$ cat src/rtl/fetch_unit_pkg.sv
// Shared definitions for the instruction fetch stage: opcode constants, state
// encodings and the prefetch queue entry layout.
package fetch_unit_pkg;

  localparam logic [4:0]  OP_HALT   = 5'b00000;
  localparam logic [15:0] NOP_INSTR = 16'h0800;

  localparam logic [1:0] ST_IDLE  = 2'd0;
  localparam logic [1:0] ST_WAIT  = 2'd1;
  localparam logic [1:0] ST_STALE = 2'd2;
  localparam logic [1:0] ST_HALT  = 2'd3;

  typedef struct packed {
    logic [15:0] instr;
    logic [15:0] pc2;
  } fetch_entry_t;

  function automatic logic is_halt(input logic [15:0] word);
    return word[15:11] == OP_HALT;
  endfunction

endpackage

$ cat src/rtl/fetch_unit_fifo.sv
// Prefetch queue: DEPTH-entry synchronous FIFO of {instr, pc+2} with a clear
// that takes priority over a same-cycle push or pop.
module fetch_unit_fifo
  import fetch_unit_pkg::*;
#(
  parameter int DEPTH = 2
) (
  input  logic                     clk,
  input  logic                     rst,
  input  logic                     i_push,
  input  fetch_entry_t             i_data,
  input  logic                     i_pop,
  input  logic                     i_clear,
  output fetch_entry_t             o_head,
  output logic [$clog2(DEPTH):0]   o_count
);

  localparam int             AW   = $clog2(DEPTH);
  localparam logic [AW:0]    FULL = (AW + 1)'(DEPTH);

  fetch_entry_t  r_mem [DEPTH];
  logic [AW-1:0] r_rd;
  logic [AW-1:0] r_wr;
  logic [AW:0]   r_count;
  logic          w_do_push;
  logic          w_do_pop;

  assign w_do_pop  = i_pop && (r_count != '0);
  assign w_do_push = i_push && ((r_count != FULL) || w_do_pop);

  always_ff @(posedge clk or posedge rst) begin
    if (rst) begin
      r_rd    <= '0;
      r_wr    <= '0;
      r_count <= '0;
    end else if (i_clear) begin
      r_rd    <= '0;
      r_wr    <= '0;
      r_count <= '0;
    end else begin
      if (w_do_push) r_wr <= r_wr + AW'(1);
      if (w_do_pop)  r_rd <= r_rd + AW'(1);
      case ({w_do_push, w_do_pop})
        2'b10:   r_count <= r_count + (AW + 1)'(1);
        2'b01:   r_count <= r_count - (AW + 1)'(1);
        default: r_count <= r_count;
      endcase
    end
  end

  // Storage needs no reset: entries are only visible once counted.
  always_ff @(posedge clk) begin
    if (w_do_push && !i_clear) r_mem[r_wr] <= i_data;
  end

  assign o_head  = r_mem[r_rd];
  assign o_count = r_count;

endmodule

$ cat src/rtl/fetch_unit.sv
// Instruction fetch stage: owns the PC, keeps at most one instruction-memory
// read in flight, queues returned words and hands them to decode.
module fetch_unit
  import fetch_unit_pkg::*;
#(
  parameter int          DEPTH    = 2,
  parameter logic [15:0] RESET_PC = 16'h0
) (
  input  logic        clk,
  input  logic        rst,
  output logic        imem_req,
  output logic [15:0] imem_addr,
  input  logic        imem_ack,
  input  logic [15:0] imem_rdata,
  output logic [15:0] instr_out,
  output logic [15:0] pc2_out,
  output logic        instr_valid,
  input  logic        instr_ready,
  input  logic        redirect,
  input  logic [15:0] redirect_pc,
  output logic        halted,
  output logic        err,
  output logic [1:0]  dbg_state
);

  localparam int CW = $clog2(DEPTH) + 1;

  logic [1:0]    r_state;
  logic [1:0]    w_state_nxt;
  logic [15:0]   r_pc;
  logic          r_err;
  logic [CW-1:0] w_count;
  fetch_entry_t  w_head;
  fetch_entry_t  w_push_data;
  logic          w_outstanding;
  logic          w_issue;
  logic          w_push;
  logic          w_pop;
  logic          w_empty;
  logic          w_ack_unexp;

  assign w_outstanding = (r_state == ST_WAIT) || (r_state == ST_STALE);

  // A slot is reserved when the read is issued, so the returning push can never overflow.
  assign w_issue = !rst && (r_state == ST_IDLE) && !redirect &&
                   ((int'(w_count) + int'(w_outstanding)) < DEPTH);

  // Decode handshake: the head transfers on any cycle where instr_valid && instr_ready;
  // instr_valid never depends on instr_ready. A redirect discards that cycle's push and pop.
  assign w_empty = (w_count == '0);
  assign w_push  = (r_state == ST_WAIT) && imem_ack && !redirect;
  assign w_pop   = !w_empty && instr_ready && !redirect;

  // While WAIT, r_pc already holds issued_pc+2: it only moves on issue or redirect.
  assign w_push_data = '{instr: imem_rdata, pc2: r_pc};

  fetch_unit_fifo #(.DEPTH(DEPTH)) u_fifo (
    .clk     (clk),
    .rst     (rst),
    .i_push  (w_push),
    .i_data  (w_push_data),
    .i_pop   (w_pop),
    .i_clear (redirect),
    .o_head  (w_head),
    .o_count (w_count)
  );

  always_comb begin
    w_state_nxt = r_state;
    case (r_state)
      ST_IDLE:  if (w_issue) w_state_nxt = ST_WAIT;
      ST_WAIT: begin
        if (redirect)      w_state_nxt = imem_ack ? ST_IDLE : ST_STALE;
        else if (imem_ack) w_state_nxt = is_halt(imem_rdata) ? ST_HALT : ST_IDLE;
      end
      ST_STALE: if (imem_ack) w_state_nxt = ST_IDLE;
      ST_HALT:  if (redirect) w_state_nxt = ST_IDLE;
      default:  w_state_nxt = ST_IDLE;
    endcase
  end

  assign w_ack_unexp = imem_ack && ((r_state == ST_IDLE) || (r_state == ST_HALT));

  always_ff @(posedge clk or posedge rst) begin
    if (rst) begin
      r_state <= ST_IDLE;
      r_pc    <= RESET_PC;
      r_err   <= 1'b0;
    end else begin
      r_state <= w_state_nxt;
      if (redirect)     r_pc <= redirect_pc;
      else if (w_issue) r_pc <= r_pc + 16'd2;
      if (w_ack_unexp || (redirect && redirect_pc[0])) r_err <= 1'b1;
    end
  end

  assign imem_req    = w_issue;
  assign imem_addr   = r_pc;
  assign instr_valid = !w_empty;
  assign instr_out   = w_empty ? NOP_INSTR : w_head.instr;
  assign pc2_out     = w_empty ? 16'h0000 : w_head.pc2;
  assign halted      = (r_state == ST_HALT);
  assign err         = r_err;
  assign dbg_state   = r_state;

endmodule

$ cat config.mk
export PLATFORM = sky130hd
export DESIGN_NAME = fetch_unit
export DESIGN_NICKNAME = d
export VERILOG_FILES = /design/src/rtl/fetch_unit_pkg.sv /design/src/rtl/fetch_unit_fifo.sv /design/src/rtl/fetch_unit.sv
export SDC_FILE = /design/constraint.sdc
export NUM_CORES = 1
export LEC_CHECK = 0
export ABC_AREA = 1
export CORE_AREA = 2 2 111 113
export DETAILED_ROUTE_END_ITERATION = 6
export DIE_AREA = 0 0 113 115
export SLEW_MARGIN = 20
export SYNTH_ARGS = -nofsm -noshare
export SYNTH_HDL_FRONTEND = slang
export SYNTH_SLANG_ARGS = --single-unit
$ cat constraint.sdc
create_clock -name clk -period 5.3 [get_ports clk]
set_input_delay 0.53 -clock clk [delete_from_list [all_inputs] [get_ports clk]]
set_output_delay 0.53 -clock clk [all_outputs]
set_load 0.005 [all_outputs]
### Word-level counts from Yosys, hierarchy flattened

Memories as Yosys holds them, arrays and structs flattened.
Index checks and enable logic that the tools add are counted.

| storage, ports and cells | value |
|---|---|
| register bits | 23 |
| RAM bits | 64 |
| output and inout bits | 54 |
| memories kept | 1 |

Memories:

| memory | words | bits a word | rd ports | clocked after memory_dff | wr ports | line | source |
|---|---|---|---|---|---|---|---|
| u_fifo.r_mem | 2 | 32 | 1 | 0 | 1 | fetch_unit_fifo.sv:21 | `fetch_entry_t r_mem [DEPTH];` |

| operators by class | value |
|---|---|
| $add $sub $neg | 6 |
| order comparisons | 1 |
| equal/unequal tests | 10 |
| muxes and demuxes | 20 |
| reductions and logical operators | 28 |

Operators with widths:

| cell | number |
|---|---|
| $mux W16 | 4 |
| $add A16 B2 Y16 const B | 1 |
| $mux W2 | 8 |
| $logic_and A1 B1 Y1 | 12 |
| $ne A2 B2 Y1 const B | 4 |
| $pmux W2 S4 | 1 |
| $reduce_bool A2 Y1 | 4 |
| $eq A2 B2 Y1 const B | 3 |
| $mux W1 | 6 |
| $logic_not A5 Y1 | 1 |
| $eq A2 B1 Y1 const B | 2 |
| $logic_not A2 Y1 | 2 |
| $logic_or A1 B1 Y1 | 4 |
| $pmux W2 S2 | 1 |
| $reduce_and A4 Y1 | 1 |
| $add A2 B1 Y3 | 1 |
| $logic_not A1 Y1 | 3 |
| $lt A3 B2 Y1 const B | 1 |
| $ne A3 B3 Y1 const B | 1 |
| $reduce_bool A3 Y1 | 1 |
| $add A1 B1 Y1 const B | 2 |
| $add A2 B1 Y2 const B | 1 |
| $sub A2 B1 Y2 const B | 1 |

### Depth between registers and ports, before layout

| logic depth | value |
|---|---|
| depth after elaboration | 10 |
| depth in mapped cells | 10 |
| depth with buffers taken out | 10 |

### Cells and area by module

A second synthesis with hierarchy kept.

| unflattened totals | value |
|---|---|
| cells, all modules | 483 |
| area, all modules | 4245.3 µm² |

Modules (own cells, without submodules):

| module | instances | cells an instance | area each (µm²) |
|---|---|---|---|
| fetch_unit_fifo | 1 | 206 | 2585.0 |
| fetch_unit | 1 | 277 | 1660.3 |

### Worst setup path after synthesis

Ideal clock, no wire load.

| timing path | value |
|---|---|
| kind | flip-flop to flip-flop |
| start | register r_state[1] (netlist: dbg_state[1]) |
| end | memory u_fifo.r_mem[1][0] (netlist name), enable pin |
| arrival time | 2380 ps |
| required time | 4879 ps |
| setup slack | 2499 ps |
| stages on the path, launching flop included | 7 |
| period minus slack after synthesis | 2801 ps |
| cells stage by stage | dfrtp_1 > inv_1 > ha_1 > nand2_1 > nor2_1 > nand2_1 > nor2_1 |

| on the way | value |
|---|---|
| longest elaborated chain between the ends | 7 |

Ends and longest elaborated chain:

| item | line | source |
|---|---|---|
| from (decl) | fetch_unit.sv:28 | `logic [1:0] r_state;` |
| from (signal assigned) | fetch_unit.sv:90 | `r_state <= w_state_nxt;` |
| $eq A2 B1 Y1 | fetch_unit.sv:51 | `assign w_push = (r_state == ST_WAIT) && imem_ack && !redirect;` |
| $logic_and A1 B1 Y1 (2 in a row) | fetch_unit.sv:51 |  |
| $logic_and A1 B1 Y1 | fetch_unit_fifo.sv:29 | `assign w_do_push = i_push && ((r_count != FULL) \|\| w_do_pop);` |
| $logic_and A1 B1 Y1 | fetch_unit_fifo.sv:53 | `if (w_do_push && !i_clear) r_mem[r_wr] <= i_data;` |
| $mux W1 | fetch_unit_fifo.sv:53 |  |
| $mux W1 (implied by the code) | fetch_unit_fifo.sv:53 |  |
| to (decl) | fetch_unit_fifo.sv:21 |  |

No other way between the ends.

### Worst setup path after layout

| timing path | value |
|---|---|
| start | input redirect |
| end | output imem_req |

| on the way | value |
|---|---|
| longest elaborated chain between the ends | 3 |

Ends and longest elaborated chain:

| item | line | source |
|---|---|---|
| from (decl) | fetch_unit.sv:19 | `input logic redirect,` |
| $logic_not A1 Y1 | fetch_unit.sv:45 | `assign w_issue = !rst && (r_state == ST_IDLE) && !redirect &&` |
| $logic_and A1 B1 Y1 (2 in a row) | fetch_unit.sv:45 |  |
| to (decl) | fetch_unit.sv:11 | `output logic imem_req,` |

No other way between the ends.

==> run metrics <==
Startpoint Class=input port; Synth Area in Simple Gates=25.67%; First-pass DRT Iterations=7; maximum clock insertion buffer count=2; worst-margin pin slew=1002 ps; Reg power frac=40.4%; clock share of power=25.2%; GRT overflow=0; Cell Rows=40; Final Max Slew Viols=0; vias per inst=4.803; leak pwr=2.113 nW; worst min-delay path category=register to register; Post-Syn Area=4016 µm²; drt wl/cell=14.55 µm; largest family of logic cells by synthesized area=simple AND/OR/NAND/NOR gates; final wirelength=9.605 mm; Post-synth EDFFs=64; Critical Path Max Stage Delay=590 ps; sequential share of the synthesized area=62.18%; total power=2.327 mW; Die Ht=115 µm; Async SR Flop Fraction=26.44%; Placed Instances=644; combinational power share=34.4%; Slew Limit Headroom=32.75%; mux contribution to synthesized area=0%; max cap viols=0; Resized cells post-CTS=0; most common library cells after synthesis=nand2_1 (154), edfxtp_1 (64), nand3_1 (41); initial antenna violation count=0; Crit-path slowest cell=clkdlybuf4s50_1; TritonCTS buffer count=9; routing usage on met1=21.47%; number of global-route vias before repair=3169; final setup fails=0; Synth cell types=26; multi-input logic area=1326 µm²; adder-cell area share of the yosys netlist=1.558%; Tot GR Track Use=15.30%; Final Hold Vio Count=0; crit path max fanout=26; top_reg_cell synth=edfxtp_1; Post-Synth XOR/XNOR Area=0.4361%; peak supply drop=0.1895 mV; global route hottest layer=met2; I/O pins=91; die area=13000 µm²; share of cells above drive strength 1=6.628%; number of I/O port buffers=90; P_sw=0.7703 mW; Core ar.=11810 µm²; Yosys top cell by area=edfxtp_1; Crit path arrival time=2360 ps; Ant. Diodes=0; Non-Filler Instances=660; post-layout minimum cycle time=2892 ps; most common cell in the netlist=nand2_1; RD Place Congestion=0.8342; Yosys warnings=0; RSZ-0062 raised after global routing=false; TritonCTS Sinks=87; CTS H-tree depth=3; CP endpoint kind=output pin; Post-Syn Nets=459; switching part of the total=33.10%; Reg clk slew, reported paths=60 ps; GR Layer Usage met2=24.67%; TNS Setup=0 ps; via count=3170; Yosys top cell area share=47.85%; first-pass GRT wire length=15.80 mm; Gate Count Post-Synth=417; critical path data required time=4770 ps; fmax=345.8 MHz; complex-gate fraction of the synthesized area=5.109%; fillers=1159; First DRT Iteration DRCs=207; failing checks=design-rule violations; status=finished, violations left; Power Dens Cells=435.4 nW/µm²; Area Overhead vs Synth=33.08%; most used cell, CP=clkdlybuf4s50_1; Final HPWL DP=6.493 mm; Pint=1.557 mW; skew final=7.048 ps; post-layout net count=550; Worst Setup Path Type=input port to output pin; TritonCTS clock tree=built; cts hold-fix bufs=0; Final Util=45.25%; Root Buffer=clkbuf_16; Post-route DRC=9; Initial Util=34.00%; setup repair bufs after CTS=0; Seq cells post-synth=87; die width=113 µm; Post-DRT Antenna Nets=0; largest net degree at the start of global routing=34; synthesized area per cell=9.632 µm²; Worst-Skew Late Latency=330 ps; Tcrit/Tclk final=54.57%; Synth area leaders=edfxtp_1 (48%), nand2_1 (14%), dfrtp_1 (14%); sequential cell area=2497 µm²; critical path cell sequence=clkdlybuf4s50_1 -> buf_4 -> inv_4 -> nand3_2 -> nor2_4 -> clkdlybuf4s50_1; met3 Use GR=2.952%
==> registers in the layout, summed over array words and instances, names as in the netlist <==
name,cells
u_fifo.r_mem,64
imem_addr,16
dbg_state,2
u_fifo.o_count,2
err,1
u_fifo.r_rd,1
u_fifo.r_wr,1
==> final cells by class <==
class	instances	area share, %
multi-input cells	284	24.81
flip-flops and latches	87	46.72
clock buffers	10	4.284
repair buffers	95	17.56
well taps	147	3.441
clock inverters	6	0.9597
inverters	31	2.224
==> routing by layer <==
layer | up-vias | share of wire [%]
li1 | 1578 | -
met1 | 1471 | 47
met2 | 117 | 46
met3 | 4 | 6.5
met4 | 0 | 0.69
met5 | - | 0
==> worst max-delay path, delay by kind of cell <==
family                 cells  cell delay [ps]
AND/OR/NAND/NOR            2              430
buffers and inverters      4             1400
==> cells by family (layout without fill, tap and decap cells) <==
logic type / count (synthesis) / in the layout
compound gates: 39 / 39
xor+xnor: 2 / 2
fa+ha+maj: 5 / 5
buf+inv: 46 / 142
flops: 87 / 87
simple gates: 238 / 238
==> stage by stage <==
step	hold WS, ps	instance area, µm²	worst slack, ps
6_report	513.0	5345	2408
5_1_grt	542.3	5345	2239
4_1_cts	516.4	5345	2346
3_5_place_dp	483.5	5065	2390
3_3_place_gp	494.9	5065	2406
2_1_floorplan	467.3	4016	2499
==> worst paths after layout <==
kind                              start            endpoint  slack, ps  cells after the start
setup reg to reg           dbg_state[1]  u_fifo.r_mem[1][9]       2940                      6
max in group asynchronous           rst        imem_addr[9]       4480                      3
hold / removal                      err                 err        510                      2
min in group asynchronous           rst        dbg_state[1]        560                      3
setup / recovery               redirect            imem_req       2410                      6
hold reg to reg                     err                 err        510                      2
==> power by group through the flow <==
stage	combinational [mW]	clock, mW	sequential, mW
after CTS	0.811	0.598	0.940
after detailed placement	0.807	0	0.953
after floorplan	0.403	0	0.924
after global routing	0.886	0.625	0.956
after global placement	0.797	0	0.950
final	0.801	0.587	0.939
==> layout by cell type (no fill, tap or decap), types with 4 or more instances in the layout <==
| cell type | n |
|---|---|
| nor2_1 | 20 |
| nand4_1 | 6 |
| clkbuf_16 | 9 |
| ha_1 | 5 |
| dfrtp_1 | 23 |
| edfxtp_1 | 64 |
| a21oi_1 | 34 |
| nor3_1 | 4 |
| nor2_4 | 4 |
| nand3_1 | 41 |
| nand2_1 | 154 |
| buf_4 | 5 |
| inv_1 | 28 |
| clkdlybuf4s50_1 | 90 |
(Power assumes the default switching activity.)
